## src/rtl/csa_resolve_unit.sv

```systemverilog
// ============================================================================
// csa_resolve_unit : resolves a carry-save pair into a binary result, CHUNK bits per cycle
// Revision: 1.0
// ============================================================================
`default_nettype none

module csa_resolve_unit #(
  parameter int W     = 64,
  parameter int CHUNK = 16,
  parameter int TAG_W = 4
) (
  input  logic             clk,
  input  logic             rstn,
  input  logic             flush,
  input  logic             in_valid,
  output logic             in_ready,
  input  logic [W-1:0]     in_sum,
  input  logic [W-1:0]     in_carry,
  input  logic [TAG_W-1:0] in_tag,
  output logic             out_valid,
  input  logic             out_ready,
  output logic [W-1:0]     out_result,
  output logic             out_cout,
  output logic [TAG_W-1:0] out_tag
);

  localparam int N     = W / CHUNK;
  localparam int IDX_W = (N > 1) ? $clog2(N) : 1;
  localparam logic [IDX_W-1:0] LAST_IDX = IDX_W'(N - 1);

  typedef enum logic [1:0] {
    IDLE = 2'd0,
    ADD  = 2'd1,
    HOLD = 2'd2
  } state_t;

  state_t             state_q, state_d;
  logic [W-1:0]       op_sum_q, op_sum_d;
  logic [W-1:0]       op_carry_q, op_carry_d;
  logic [W-1:0]       result_q, result_d;
  logic [TAG_W-1:0]   tag_q, tag_d;
  logic [IDX_W-1:0]   idx_q, idx_d;
  logic               cy_q, cy_d;
  logic               cout_q, cout_d;
  logic [CHUNK:0]     chunk_sum;
  logic               accept;

  assign in_ready   = rstn && ((state_q == IDLE) || ((state_q == HOLD) && out_ready));
  assign accept     = in_valid && in_ready && !flush;
  assign out_valid  = (state_q == HOLD);
  assign out_result = result_q;
  assign out_cout   = cout_q;
  assign out_tag    = tag_q;

  always_comb begin
    state_d    = state_q;
    op_sum_d   = op_sum_q;
    op_carry_d = op_carry_q;
    result_d   = result_q;
    tag_d      = tag_q;
    idx_d      = idx_q;
    cy_d       = cy_q;
    cout_d     = cout_q;
    chunk_sum  = {1'b0, op_sum_q[idx_q*CHUNK +: CHUNK]}
               + {1'b0, op_carry_q[idx_q*CHUNK +: CHUNK]}
               + {{CHUNK{1'b0}}, cy_q};

    case (state_q)
      IDLE: begin
        if (accept) begin
          state_d    = ADD;
          op_sum_d   = in_sum;
          op_carry_d = in_carry;
          tag_d      = in_tag;
          idx_d      = '0;
          cy_d       = 1'b0;
        end
      end
      ADD: begin
        result_d[idx_q*CHUNK +: CHUNK] = chunk_sum[CHUNK-1:0];
        cy_d  = chunk_sum[CHUNK];
        idx_d = idx_q + 1'b1;
        if (idx_q == LAST_IDX) begin
          state_d = HOLD;
          cout_d  = chunk_sum[CHUNK];
        end
      end
      HOLD: begin
        if (out_ready) begin
          if (accept) begin
            state_d    = ADD;
            op_sum_d   = in_sum;
            op_carry_d = in_carry;
            tag_d      = in_tag;
            idx_d      = '0;
            cy_d       = 1'b0;
          end else begin
            state_d = IDLE;
          end
        end
      end
      default: state_d = IDLE;
    endcase

    // Abort wins over both completion and a same-cycle accept.
    if (flush) begin
      state_d = IDLE;
      idx_d   = '0;
      cy_d    = 1'b0;
    end
  end

  always_ff @(posedge clk) begin
    if (!rstn) begin
      state_q    <= IDLE;
      op_sum_q   <= '0;
      op_carry_q <= '0;
      result_q   <= '0;
      tag_q      <= '0;
      idx_q      <= '0;
      cy_q       <= 1'b0;
      cout_q     <= 1'b0;
    end else begin
      state_q    <= state_d;
      op_sum_q   <= op_sum_d;
      op_carry_q <= op_carry_d;
      result_q   <= result_d;
      tag_q      <= tag_d;
      idx_q      <= idx_d;
      cy_q       <= cy_d;
      cout_q     <= cout_d;
    end
  end

endmodule

`default_nettype wire

```

## config.mk

```make
export PLATFORM = sky130hd
export DESIGN_NAME = csa_resolve_unit
export DESIGN_NICKNAME = d
export VERILOG_FILES = /design/src/rtl/csa_resolve_unit.sv
export SDC_FILE = /design/constraint.sdc
export NUM_CORES = 1
export LEC_CHECK = 0
export CORE_ASPECT_RATIO = 0.6
export CORE_UTILIZATION = 54
export CTS_CLUSTER_DIAMETER = 200
export CTS_CLUSTER_SIZE = 30
export DETAILED_ROUTE_END_ITERATION = 8
export PLACE_DENSITY = 0.89
export SLEW_MARGIN = 20
export SYNTH_ARGS = -nofsm -noshare
export SYNTH_HDL_FRONTEND = slang
export SYNTH_SLANG_ARGS = --single-unit
```

## constraint.sdc

```tcl
create_clock -name clk -period 9.3 [get_ports clk]
set_input_delay 1.86 -clock clk [delete_from_list [all_inputs] [get_ports clk]]
set_output_delay 1.86 -clock clk [all_outputs]
set_load 0.1 [all_outputs]
```

==> flow_metrics.env <==
export IMPL_status="finished with violations"
export IMPL_violations="DRC"
export IMPL_viasPerCell=5.850
export IMPL_synthFlopType="dfxtp_1"
export IMPL_grt_overflow=0
export IMPL_finalNonFillerCells=1361
export IMPL_hp_class="reg -> reg"
export IMPL_syn_to_final_growth_pct=27.11
export IMPL_critPathRequiredTime_ps=7440
export IMPL_synth_edff_count=0
export IMPL_dieArea_um2=16670
export IMPL_clock_latency_ps=460
export IMPL_place_congestion=0.9445
export IMPL_hold_viol=0
export IMPL_total_power_w=0.001560
export IMPL_clk_pin_slew_ps=100
export IMPL_die_h_um=100.4
export IMPL_syn_cell_area_um2=8718
export IMPL_synth_seq_cells=202
export IMPL_h_tree_depth=1
export IMPL_diodes=0
export IMPL_core_area_um2=15550
export IMPL_startpoint="rstn"
export IMPL_syn_nets=1167
export IMPL_reg2reg_from="idx_q[0]$_SDFFE_PP0P_"
export IMPL_first_pass_iters=9
export IMPL_ir_drop_v=0.00009875
export IMPL_maxSlewHeadroom_pct=28.28
export IMPL_grt_max_degree=94
export IMPL_report_final_slew_viol_count=0
export IMPL_worstSetupStartpointType="primary input"
export IMPL_cp_data_arrival_time_ps=5230
export IMPL_crit_type="in -> out"
export IMPL_final_nets=1318
export IMPL_avgSynthCellArea_um2=8.658
export IMPL_ys_warn_count=0
export IMPL_cts_root_buf="clkbuf_16"
export IMPL_netlist_cell_type_count=60
export IMPL_fill_cells=1203
export IMPL_synth_async_reset_ratio_pct=0
export IMPL_holdWs_ps=459.2
export IMPL_period_minus_slack_ps=7088
export IMPL_ys_seq_area_share_pct=46.38
export IMPL_num_io_pins=208
export IMPL_min_from="op_carry_q[39]$_SDFFE_PN0P_"
export IMPL_postCtsSetupRepairBufs=0
export IMPL_num_rows=35
export IMPL_r2r_cells=10
export IMPL_fin_ws_ps=2212
export IMPL_start_util_pct=56.08
export IMPL_setup_violations_final=0
export IMPL_power_density_nw_per_um2=140.8
export IMPL_cellLeakagePower_nw=3.788
export IMPL_drt_iter0_drc=989
export IMPL_cts_sinks=202
export IMPL_antenna_found_initial=0
export IMPL_cts_resized_gates=0
export IMPL_die_x_um=166.0
export IMPL_wl_per_cell_um=18.53
export IMPL_hpwl_um=18180
export IMPL_dp_cells=1349
export IMPL_reg2reg_slack_ps=4670
export IMPL_postRouteAntennaNets=0
export IMPL_critical_path_max_fanout=81
export IMPL_drt_wl_total_um=25220
export IMPL_synth_cells=1007
export IMPL_grt_first_pass_wirelength_um=39500
export IMPL_rsz0062_at_grt="no"
export IMPL_first_global_vias=7415
export IMPL_clockBufferDepth=3
export IMPL_port_buffers=207
export IMPL_cts_hold_buf=0
export IMPL_drive_gt1_share_pct=6.131
export IMPL_cts_tree="done"
export IMPL_whs_path_depth=2
export IMPL_fin_skew_ps=19.79
export IMPL_worst_setup_path_end_kind="primary output"
export IMPL_post_route_period_util_pct=76.22
export IMPL_grt_total_usage_pct=30.17
export IMPL_drv_cap=0
export IMPL_fin_setup_tns_ps=0
export IMPL_vias=7962
export IMPL_pre_cts_slack_ps=2287
export IMPL_cts_buffers_inserted=10
export IMPL_worst_pin_slew_ps=1072
export IMPL_fmax_mhz=141.1
export IMPL_drc=14
==> cell usage in the layout, fill, tap and decap left out, types with 9 or more instances in the layout <==
cell / n
nand2_1: 297
nand3_1: 16
o21ai_0: 20
a22oi_1: 33
ha_1: 21
a21oi_1: 151
clkdlybuf4s50_1: 207
a32o_1: 13
dfxtp_1: 200
nor2_1: 47
buf_4: 9
clkbuf_16: 11
mux4_2: 32
==> flip-flops by register name, summed over array words and instances, names as in the netlist <==
signal	cells
op_carry_q	64
op_sum_q	64
out_result	64
out_tag	4
idx_q	2
state_q	2
cy_q	1
out_cout	1
==> critical path: stages <==
cell	delay [ps]
clkdlybuf4s50_1	1180
inv_4	540
a211oi_2	420
clkdlybuf4s50_1	1190
==> final cells by class <==
type                    count  area (um2)  area share [%]
clock inverters             1       8.758         0.07903
well taps                 203       254.0           2.292
multi-input cells         719        4322           39.00
clock buffers              11       275.3           2.484
flip-flops and latches    202        4046           36.51
repair buffers            216        2140           19.31
inverters                   9       36.28          0.3274
==> metal layers <==
metal	track usage, %	vias to the layer above	wire (um)
met3	8.715	27	2922
met1	43.49	3776	11130
met4	5.536	0	347
li1	-	3778	-
met5	0	-	0
met2	45.18	381	10820
==> logic make-up after synthesis <==
logic type	synth area share (%)
and+or+nand+nor	19.14
buffers and inverters	4.119
DFF	46.38
adders and majority gates	3.473
xor gates and xnor gates	0.9042
muxes	8.381
AOI/OAI and AO/OA	17.59
==> power breakdown <==
part	internal [W]	switching, W
registers	0.000885	0.0000115
logic	0.0000841	0.0000953
clock network	0.000216	0.000269
==> synth_stat cells, types with 6 or more instances <==
master / number / area share (%)
a211oi_1: 6 / 0.52
a21oi_1: 151 / 8.7
a22oi_1: 33 / 2.8
a31oi_1: 6 / 0.43
a32o_1: 13 / 1.5
buf_2: 20 / 1.1
clkbuf_1: 51 / 2.2
dfxtp_1: 202 / 46
ha_1: 21 / 3.0
inv_1: 9 / 0.39
mux4_2: 32 / 8.3
nand2_1: 297 / 13
nand3_1: 16 / 0.92
nor2_1: 48 / 2.1
o21ai_0: 20 / 1.1
xnor2_1: 6 / 0.60
==> path summary, 6_finish.rpt <==
kind                                       to
hold / removal    op_carry_q[39]$_SDFFE_PN0P_
setup / recovery                     in_ready
setup reg to reg  out_result[28]$_SDFFE_PN0P_
hold reg to reg   op_carry_q[39]$_SDFFE_PN0P_
==> metrics by stage <==
stage	cell area (um2)	utilization, %
finish	11080	71.28
detailed placement	10800	69.44
CTS	11080	71.27
floorplan	8718	-
global placement	10800	69.44
global route	11080	71.28
Note: power is estimated with default switching activity, not from simulation.
